`config.mk`:
```
export PLATFORM = sky130hd
export DESIGN_NAME = sra_sequencer
export DESIGN_NICKNAME = d
export VERILOG_FILES = /design/src/rtl/sra_sequencer.sv
export SDC_FILE = /design/constraint.sdc
export NUM_CORES = 1
export LEC_CHECK = 0
export BUFFER_PORTS_ARGS = -buffer_cell sky130_fd_sc_hd__buf_2
export CAP_MARGIN = 20
export CORE_MARGIN = 10
export CORE_UTILIZATION = 45
export CTS_CLUSTER_SIZE = 25
export DETAILED_ROUTE_END_ITERATION = 10
export GPL_ROUTABILITY_DRIVEN = 0
export GPL_TIMING_DRIVEN = 0
export PLACE_DENSITY = 0.76
export REMOVE_ABC_BUFFERS = 1
export SLEW_MARGIN = 20
export SYNTH_ARGS = -nofsm -noshare
export SYNTH_HDL_FRONTEND = slang
export SYNTH_SLANG_ARGS = --single-unit
```
`constraint.sdc`:
```
create_clock -name clk -period 1.85 [get_ports clk]
set_input_delay 0 -clock clk [delete_from_list [all_inputs] [get_ports clk]]
set_output_delay 0 -clock clk [all_outputs]
set_load 0.05 [all_outputs]
```
`src/rtl/sra_sequencer.sv`:
```
// sra_sequencer
// Moore control FSM that steps one operation through the datapath_SRA
// datapath. It drives every tri-state enable, register load enable and
// opcode line of the datapath.
//
// state | meaning
// ------+-------------------------------------------------------------
// IDLE  | waiting for start; all enables off
// LOAD  | Input1/Input2 gated onto E/F, R1/R2 loaded
// EX1   | B2 driven from R1 or R2, AU1 computing (registered)
// FB    | AU1 result fed back into R1, iteration count decremented
// CAP   | R3 <= Sh3, R4 <= AU1, R5 <= Sh1 (B2 still driven)
// EX2   | B5 driven from R4 or R5, AU2 computing (registered)
// WB    | R3 <= AU2 (B5 still driven)
// FIN   | Done pulse, datapath drives Result
//
// Ports:
//   clk, rst_n        clock and synchronous active-low reset
//   start             begin an operation (sampled in IDLE only)
//   op, b2_sel,       operation controls, latched on the start edge
//   b5_sel, iter
//   In, Bus2,         tri-state / source enables toward the datapath
//   AU1_Bus3, AU1_Bus4,
//   Bus5, Bus7
//   LR                load enables for R1..R5 (bit 0 = R1)
//   Opcode            latched op ([1:0] AU1, [3:2] AU2)
//   Done              one-cycle result-valid pulse
//   busy              high outside IDLE
module sra_sequencer #(
  parameter int ITER_W = 3
) (
  input  logic              clk,
  input  logic              rst_n,
  input  logic              start,
  input  logic [3:0]        op,
  input  logic              b2_sel,
  input  logic              b5_sel,
  input  logic [ITER_W-1:0] iter,
  output logic              In,
  output logic [1:0]        Bus2,
  output logic              AU1_Bus3,
  output logic              AU1_Bus4,
  output logic [1:0]        Bus5,
  output logic [1:0]        Bus7,
  output logic [4:0]        LR,
  output logic [3:0]        Opcode,
  output logic              Done,
  output logic              busy
);

  typedef enum logic [2:0] {
    S_IDLE = 3'd0,
    S_LOAD = 3'd1,
    S_EX1  = 3'd2,
    S_FB   = 3'd3,
    S_CAP  = 3'd4,
    S_EX2  = 3'd5,
    S_WB   = 3'd6,
    S_FIN  = 3'd7
  } state_t;

  state_t            state;
  state_t            state_nxt;
  logic [3:0]        op_q;
  logic              b2_q;
  logic              b5_q;
  logic [ITER_W-1:0] cnt;

  always_ff @(posedge clk) begin
    if (!rst_n) begin
      state <= S_IDLE;
      op_q  <= 4'h0;
      b2_q  <= 1'b0;
      b5_q  <= 1'b0;
      cnt   <= '0;
    end else begin
      state <= state_nxt;
      if (state == S_IDLE && start) begin
        op_q <= op;
        b2_q <= b2_sel;
        b5_q <= b5_sel;
        cnt  <= iter;
      end else if (state == S_FB) begin
        // FB is only entered with cnt != 0, so this never wraps
        cnt <= cnt - ITER_W'(1);
      end
    end
  end

  logic [1:0] bus2_sel;
  logic [1:0] bus5_sel;

  assign bus2_sel = b2_q ? 2'b10 : 2'b01;
  assign bus5_sel = b5_q ? 2'b10 : 2'b01;
  assign Opcode   = op_q;

  always_comb begin
    state_nxt = state;
    In        = 1'b0;
    Bus2      = 2'b00;
    AU1_Bus3  = 1'b0;
    AU1_Bus4  = 1'b0;
    Bus5      = 2'b00;
    Bus7      = 2'b00;
    LR        = 5'b00000;
    Done      = 1'b0;
    busy      = (state != S_IDLE);
    case (state)
      S_IDLE: begin
        if (start) state_nxt = S_LOAD;
      end
      S_LOAD: begin
        In        = 1'b1;
        LR        = 5'b00011;
        state_nxt = S_EX1;
      end
      S_EX1: begin
        Bus2      = bus2_sel;
        state_nxt = (cnt != '0) ? S_FB : S_CAP;
      end
      S_FB: begin
        // operand bus stays driven while AU1's registered result is captured
        Bus2      = bus2_sel;
        AU1_Bus3  = 1'b1;
        LR        = 5'b00001;
        state_nxt = S_EX1;
      end
      S_CAP: begin
        Bus2      = bus2_sel;
        Bus7      = 2'b01;
        LR        = 5'b11100;
        state_nxt = S_EX2;
      end
      S_EX2: begin
        Bus5      = bus5_sel;
        state_nxt = S_WB;
      end
      S_WB: begin
        Bus5      = bus5_sel;
        Bus7      = 2'b10;
        LR        = 5'b00100;
        state_nxt = S_FIN;
      end
      S_FIN: begin
        Done      = 1'b1;
        state_nxt = S_IDLE;
      end
      default: state_nxt = S_IDLE;
    endcase
  end

endmodule
```
==> flow_metrics.py, run 1 <==
metrics = {
    "synth": {
        "synth.distinct_cells": 35,
        "postSynthCellCount": 90,
        "synth_area_um2": 748.2,
        "synth-seq-cells": 12,
        "ys_top_cells_by_area": "dfxtp_1 32%, a21boi_1 9.0%, ha_1 8.4%",
        "synth-warning-count": 0,
        "seq_area_frac_synth_pct": 32.11,
        "yosys.area.top_type_share_pct": 32.11,
        "synth_top_area_cell": "dfxtp_1",
        "synth_area_per_cell_um2": 8.314,
    },
    "worst_setup_path": {
        "timing_worst_setup_path_type": "reg -> out",
        "critPathSlowestCell": "dfxtp_2",
        "cp.required_ns": 1.85,
        "startpoint": "state[0]",
        "slowest_delay_ns": 0.50,
        "worstSetupEndpoint": "LR[1]",
        "reg2reg_to": "cnt[2]",
        "ff2ff_path_depth": 3,
        "crit_family": "flip-flops",
        "critPathMaxFanout": 13,
        "cp.arrival_ns": 1.68,
        "cp-end-kind": "output pin",
        "cp_cell_sequence": "inv_2 > ha_1 > nor4_1 > buf_2",
        "r2r_start": "state[1]",
        "cp.buffers_inverters": 2,
        "r2r_setup_slack_ns": 0.32,
        "startpoint_type": "register",
        "path_depth": 4,
    },
    "timing": {
        "finClkSkew_ns": 0.002249,
        "fin_crit_sh_pct": 90.73,
        "hold_ws_ns": 0.01479,
        "final.setup.worst_slack_ns": 0.1714,
        "relSlewSlack_pct": 62.57,
        "finalSetupViolCount": 0,
        "grt_setup_unrepaired": "no",
        "tightest_slew_ns": 0.5590,
        "period_needed_ns": 1.679,
        "max_freq_mhz": 595.7,
        "finalHoldViolations": 0,
        "drv_slew": 0,
    },
    "global_routing": {
        "grt_max_degree": 20,
        "grt_pass1_vias": 727,
        "grt_pass1_wl_um": 3070,
        "grt.overflow.total": 0,
        "grt_usage_pct": 10.46,
        "antenna_found_initial": 0,
    },
    "clocking": {
        "worstSkewPairLatency_ns": 0.27,
        "clkSinkCount": 12,
        "clk_pin_slew_ns": 0.08,
        "clockBufferDepth": 2,
        "postCtsSetupRepairBufs": 0,
        "cts_made_buffers": 3,
        "root_buffer": "clkbuf_4",
        "cts_tree": "yes",
        "cts_htree_levels": 1,
    },
    "detailed_routing": {
        "num_vias": 713,
        "drc_errors": 0,
        "first_pass_iters": 3,
        "avgRoutedWirePerCell_um": 13.06,
        "drtAntennaViolNets": 0,
        "viasPerCell": 5.093,
        "finalWirelength_um": 1828,
        "drt_iter0_drc": 7,
    },
    "final_layout": {
        "n_fill_cell": 140,
        "final_nets": 142,
        "drive_gt1_share_pct": 33.06,
        "utilization_pct": 63.96,
        "final_area_um2": 985.9,
        "syn_to_final_growth_pct": 31.77,
        "antennaDiodeCount": 0,
    },
    "floorplan": {
        "num_io_pins": 32,
        "core_region_area_mm2": 0.001541,
        "row_count": 14,
        "dieWidth_um": 60.78,
        "die_y_um": 60.78,
        "die_area_mm2": 0.003694,
        "start_util_pct": 48.54,
    },
    "placement": {
        "hpwlAfterDp_um": 1338,
        "dpl_worst_slack_ns": 0.2171,
        "dpl-instance-area_um2": 877.1,
        "portBuffers": 30,
    },
    "power_and_ir_drop": {
        "p_per_area_mw_per_mm2": 675.3,
        "total_power_w": 0.0006658,
        "p_leak_nw": 0.4760,
        "peakVddDrop_mv": 0.3909,
    },
    "run": {
        "maxCapViolCount": 0,
    },
    "status": {
        "outcome": "complete, no violations",
    },
    "worst_hold_path": {
        "min_path_type": "in -> reg",
    },
}
cells in the final DEF, fill, tap and decap left out:
master / n
and3b_4: 1
nand4b_1: 2
a21oi_1: 3
nor2b_1: 3
o21ai_0: 1
xor2_1: 1
nor2_1: 3
or3_1: 3
clkbuf_8: 1
o21ai_1: 1
nand3_1: 2
a211oi_1: 1
a22oi_1: 1
inv_2: 2
dfxtp_2: 2
nor3b_1: 1
and3_1: 1
or4b_1: 1
nand2b_1: 1
nor4_1: 1
a21boi_1: 9
clkbuf_4: 3
o31ai_1: 1
ha_1: 5
conb_1: 1
nor3_1: 1
a31oi_1: 1
dfxtp_1: 10
and2_1: 2
a2bb2oi_1: 1
inv_1: 3
o21a_1: 1
dlygate4sd3_1: 7
buf_2: 30
o211ai_2: 1
nor4b_4: 1
nand2_1: 15
layout make-up:
cell class	count	area (um2)	share of cell area, %
Clock buffer	4	36.28	3.680
Inverter	5	18.77	1.904
Multi-Input combinational cell	66	447.9	45.43
Sequential cell	12	242.7	24.62
Tap cell	16	20.02	2.030
Timing Repair Buffer	37	220.2	22.33
registers in the layout, indices dropped and copies added, names as in the netlist:
signal,cells
b2_q,1
cnt,3
b5_q,1
Opcode,4
state,3
metal layers:
metal | GRT usage [%] | vias to the layer above | wire, um
li1 | - | 377 | -
met1 | 10.89 | 313 | 739
met2 | 17.47 | 21 | 843
met3 | 5.010 | 2 | 233
met4 | 4.702 | 0 | 11
met5 | 0 | - | 0
timing repair:
action,CTS,global route
hold buffers,7,0
setup endpoints to repair,3,3
hold endpoints to repair,7,0
gates resized for setup,1,1
worst min path at each step:
stage | cells past startpoint | slack [ns] | start | end
2_1_floorplan | 2 | 0.13 | b2_sel | b2_q
3_3_place_gp | 3 | 0.24 | op[1] | Opcode[1]
3_5_place_dp | 3 | 0.25 | op[0] | Opcode[0]
4_1_cts | 3 | 0.01 | iter[2] | cnt[2]
5_1_grt | 3 | 0.03 | iter[2] | cnt[2]
6_report | 3 | 0.01 | iter[2] | cnt[2]
cell usage after synthesis, drive strengths merged:
library cell / count
a211oi: 1
a21boi: 9
a21oi: 3
a22oi: 1
a2bb2oi: 1
a31oi: 1
and2: 2
and3: 1
and3b: 1
buf: 6
clkbuf: 1
conb: 1
dfxtp: 12
ha: 5
inv: 5
nand2: 15
nand2b: 1
nand3: 2
nand4b: 2
nor2: 3
nor2b: 3
nor3: 1
nor3b: 1
nor4: 1
nor4b: 1
o211ai: 1
o21a: 1
o21ai: 2
o31ai: 1
or3: 3
or4b: 1
xor2: 1
report_power, final:
group / internal, W / total [W] / switching [W]
sequential: 0.000274 / 0.000292 / 0.0000173
clock: 0.000119 / 0.000210 / 0.0000902
combinational: 0.0000595 / 0.000164 / 0.000105
logic make-up (layout without fill, tap and decap cells):
logic type      after synthesis  count (layout)  share of synthesized area, %
fa+ha+maj                     5               5                         8.361
xor+xnor                      1               1                         1.171
flops                        12              12                         32.11
simple gates                 38              38                         29.77
compound gates               21              21                         20.07
buf+inv                      12              46                         8.026
other cells                   1               1                        0.5012
through the flow:
step	std cells	setup TNS, ns
6_report	140	0
5_1_grt	140	0
4_1_cts	140	0
3_5_place_dp	129	0
3_3_place_gp	129	0
2_1_floorplan	83	-1.442
worst register-to-register path: stages, from the launching register on:
cell      delay, ns
dfxtp_1        0.47
or4b_1         0.74
nand3_1        0.15
a21boi_1       0.06
Note: power is estimated with default switching activity, not from simulation.
==> run 2, diff against run 1 <==
--- a/config.mk
+++ b/config.mk
@@ -10,4 +10,5 @@
 export CORE_MARGIN = 10
 export CORE_UTILIZATION = 45
+export CTS_BUF_LIST = sky130_fd_sc_hd__clkbuf_8 sky130_fd_sc_hd__clkbuf_16
 export CTS_CLUSTER_SIZE = 25
 export DETAILED_ROUTE_END_ITERATION = 10
@@ -16,4 +17,5 @@
 export PLACE_DENSITY = 0.76
 export REMOVE_ABC_BUFFERS = 1
+export SKIP_LAST_GASP = 1
 export SLEW_MARGIN = 20
 export SYNTH_ARGS = -nofsm -noshare
==> constraint.sdc (replaced) <==
create_clock -name clk -period 1.85 [get_ports clk]
set_input_delay 0 -clock clk [delete_from_list [all_inputs] [get_ports clk]]
set_output_delay 0 -clock clk [all_outputs]
set_load 0.005 [all_outputs]
==> flow_metrics.py, run 2 (synthesized netlist as in run 1, its figures left out) <==
metrics = {
    "worst_hold_path": {
        "min_path_type": "in -> reg",
        "hold_depth": 3,
        "hold_end": "cnt[1]",
        "worstHoldStart": "iter[1]",
    },
    "worst_setup_path": {
        "crit_family": "flip-flops",
        "critPathSlowestCell": "dfxtp_1",
        "r2r_start": "state[2]",
        "timing_worst_setup_path_type": "reg -> reg",
        "slowest_delay_ns": 0.70,
        "ff2ff_path_depth": 5,
        "cp.arrival_ns": 1.80,
        "cp.buffers_inverters": 1,
        "cp_cell_sequence": "inv_2 > ha_1 > o21a_1 > o31ai_1 > a211oi_1",
        "startpoint_type": "register",
        "cp-end-kind": "register",
        "reg2reg_to": "state[2]",
        "critPathMaxFanout": 19,
        "r2r_setup_slack_ns": 0.16,
        "cp.required_ns": 1.96,
    },
    "run": {
        "maxCapViolCount": 0,
    },
    "floorplan": {
        "num_io_pins": 32,
        "die_y_um": 60.78,
        "start_util_pct": 48.54,
        "row_count": 14,
        "dieWidth_um": 60.78,
        "core_region_area_mm2": 0.001541,
        "die_area_mm2": 0.003694,
    },
    "timing": {
        "max_freq_mhz": 592.9,
        "fin_crit_sh_pct": 91.17,
        "tightest_slew_ns": 0.5986,
        "relSlewSlack_pct": 60.04,
        "finClkSkew_ns": 0.001565,
        "drv_slew": 0,
        "grt_setup_unrepaired": "no",
        "finalSetupViolCount": 0,
        "period_needed_ns": 1.687,
        "fin_tns_setup_ns": 0,
        "hold_ws_ns": 0.006713,
        "finalHoldViolations": 0,
    },
    "placement": {
        "dp_cells": 129,
        "dpl-instance-area_um2": 877.1,
        "portBuffers": 30,
        "hpwlAfterDp_um": 1338,
    },
    "global_routing": {
        "grt_pass1_wl_um": 3015,
        "grt_max_degree": 20,
        "grt_usage_pct": 10.17,
        "grt_pass1_vias": 716,
        "antenna_found_initial": 0,
        "grt.overflow.total": 0,
    },
    "clocking": {
        "cts_made_buffers": 3,
        "postCtsSetupRepairBufs": 0,
        "root_buffer": "clkbuf_8",
        "cts_tree": "yes",
        "clockBufferDepth": 2,
        "worstSkewPairLatency_ns": 0.24,
        "clk_pin_slew_ns": 0.06,
        "clkSinkCount": 12,
        "cts_htree_levels": 1,
    },
    "final_layout": {
        "drive_gt1_share_pct": 32.23,
        "final_area_um2": 972.2,
        "final_common_cell": "buf_2",
        "n_fill_cell": 143,
        "syn_to_final_growth_pct": 29.93,
        "antennaDiodeCount": 0,
        "largest_reg_flops": 4,
        "final_nets": 139,
        "fin_cells": 137,
        "layout_common_cells": "30 x buf_2, 15 x nand2_1, 12 x dfxtp_1",
        "utilization_pct": 63.07,
    },
    "detailed_routing": {
        "viasPerCell": 5.234,
        "finalWirelength_um": 1805,
        "num_vias": 717,
        "first_pass_iters": 4,
        "drtAntennaViolNets": 0,
        "drt_iter0_drc": 7,
        "drc_errors": 0,
        "avgRoutedWirePerCell_um": 13.18,
    },
    "power_and_ir_drop": {
        "p_per_area_mw_per_mm2": 705.2,
        "p_leak_nw": 0.4704,
        "peakVddDrop_mv": 0.4179,
    },
    "status": {
        "outcome": "complete, no violations",
    },
}
-- run 2: worst max path at each step --
stage / start / end / cells after the start
5_1_grt: state[2] / state[2] / 5
3_3_place_gp: state[2] / state[2] / 5
6_report: state[2] / state[2] / 5
2_1_floorplan: state[2] / state[0] / 4
3_5_place_dp: state[2] / state[2] / 5
4_1_cts: state[2] / LR[3] / 3
-- run 2: power by group --
part | switching [W] | internal, W
combinational | 0.0000529 | 0.0000549
sequential | 0.0000172 | 0.000274
clock | 0.0000982 | 0.000188
-- run 2: per-stage QoR --
| stage | power, W | setup slack [ns] |
|---|---|---|
| floorplan | 0.0003562 | 0.3737 |
| global placement | 0.0003946 | 0.2362 |
| detailed placement | 0.0003991 | 0.2171 |
| CTS | 0.0006914 | 0.1891 |
| global route | 0.0007212 | 0.001088 |
| finish | 0.0006856 | 0.1633 |
-- run 2: final cells by class --
class	instances	area [um2]	area share, %
clock buffer	4	55.05	5.663
inverter	5	18.77	1.931
multi-input combinational	66	447.9	46.07
timing repair buffer	34	190.2	19.56
sequential	12	240.2	24.71
tap	16	20.02	2.059
-- run 2: routing by layer --
metal | vias up | GRT usage, % | part of all wire, %
met5 | - | 0 | 0
met4 | 0 | 3.762 | 0
met3 | 0 | 5.428 | 13
met2 | 25 | 17.03 | 47
met1 | 322 | 10.55 | 40
li1 | 370 | - | -
-- run 2: tightest hold or removal path: cells and delay by family --
kind	cells	cell delay [ns]
buffers and inverters	1	0.09
AO/OA/AOI/OAI	1	0.05
AND/OR/NAND/NOR	1	0.05
-- run 2: what timing repair did --
action	in CTS	in global routing
hold buffers	4	0
hold endpoints to repair	4	0
gates resized for setup	0	0
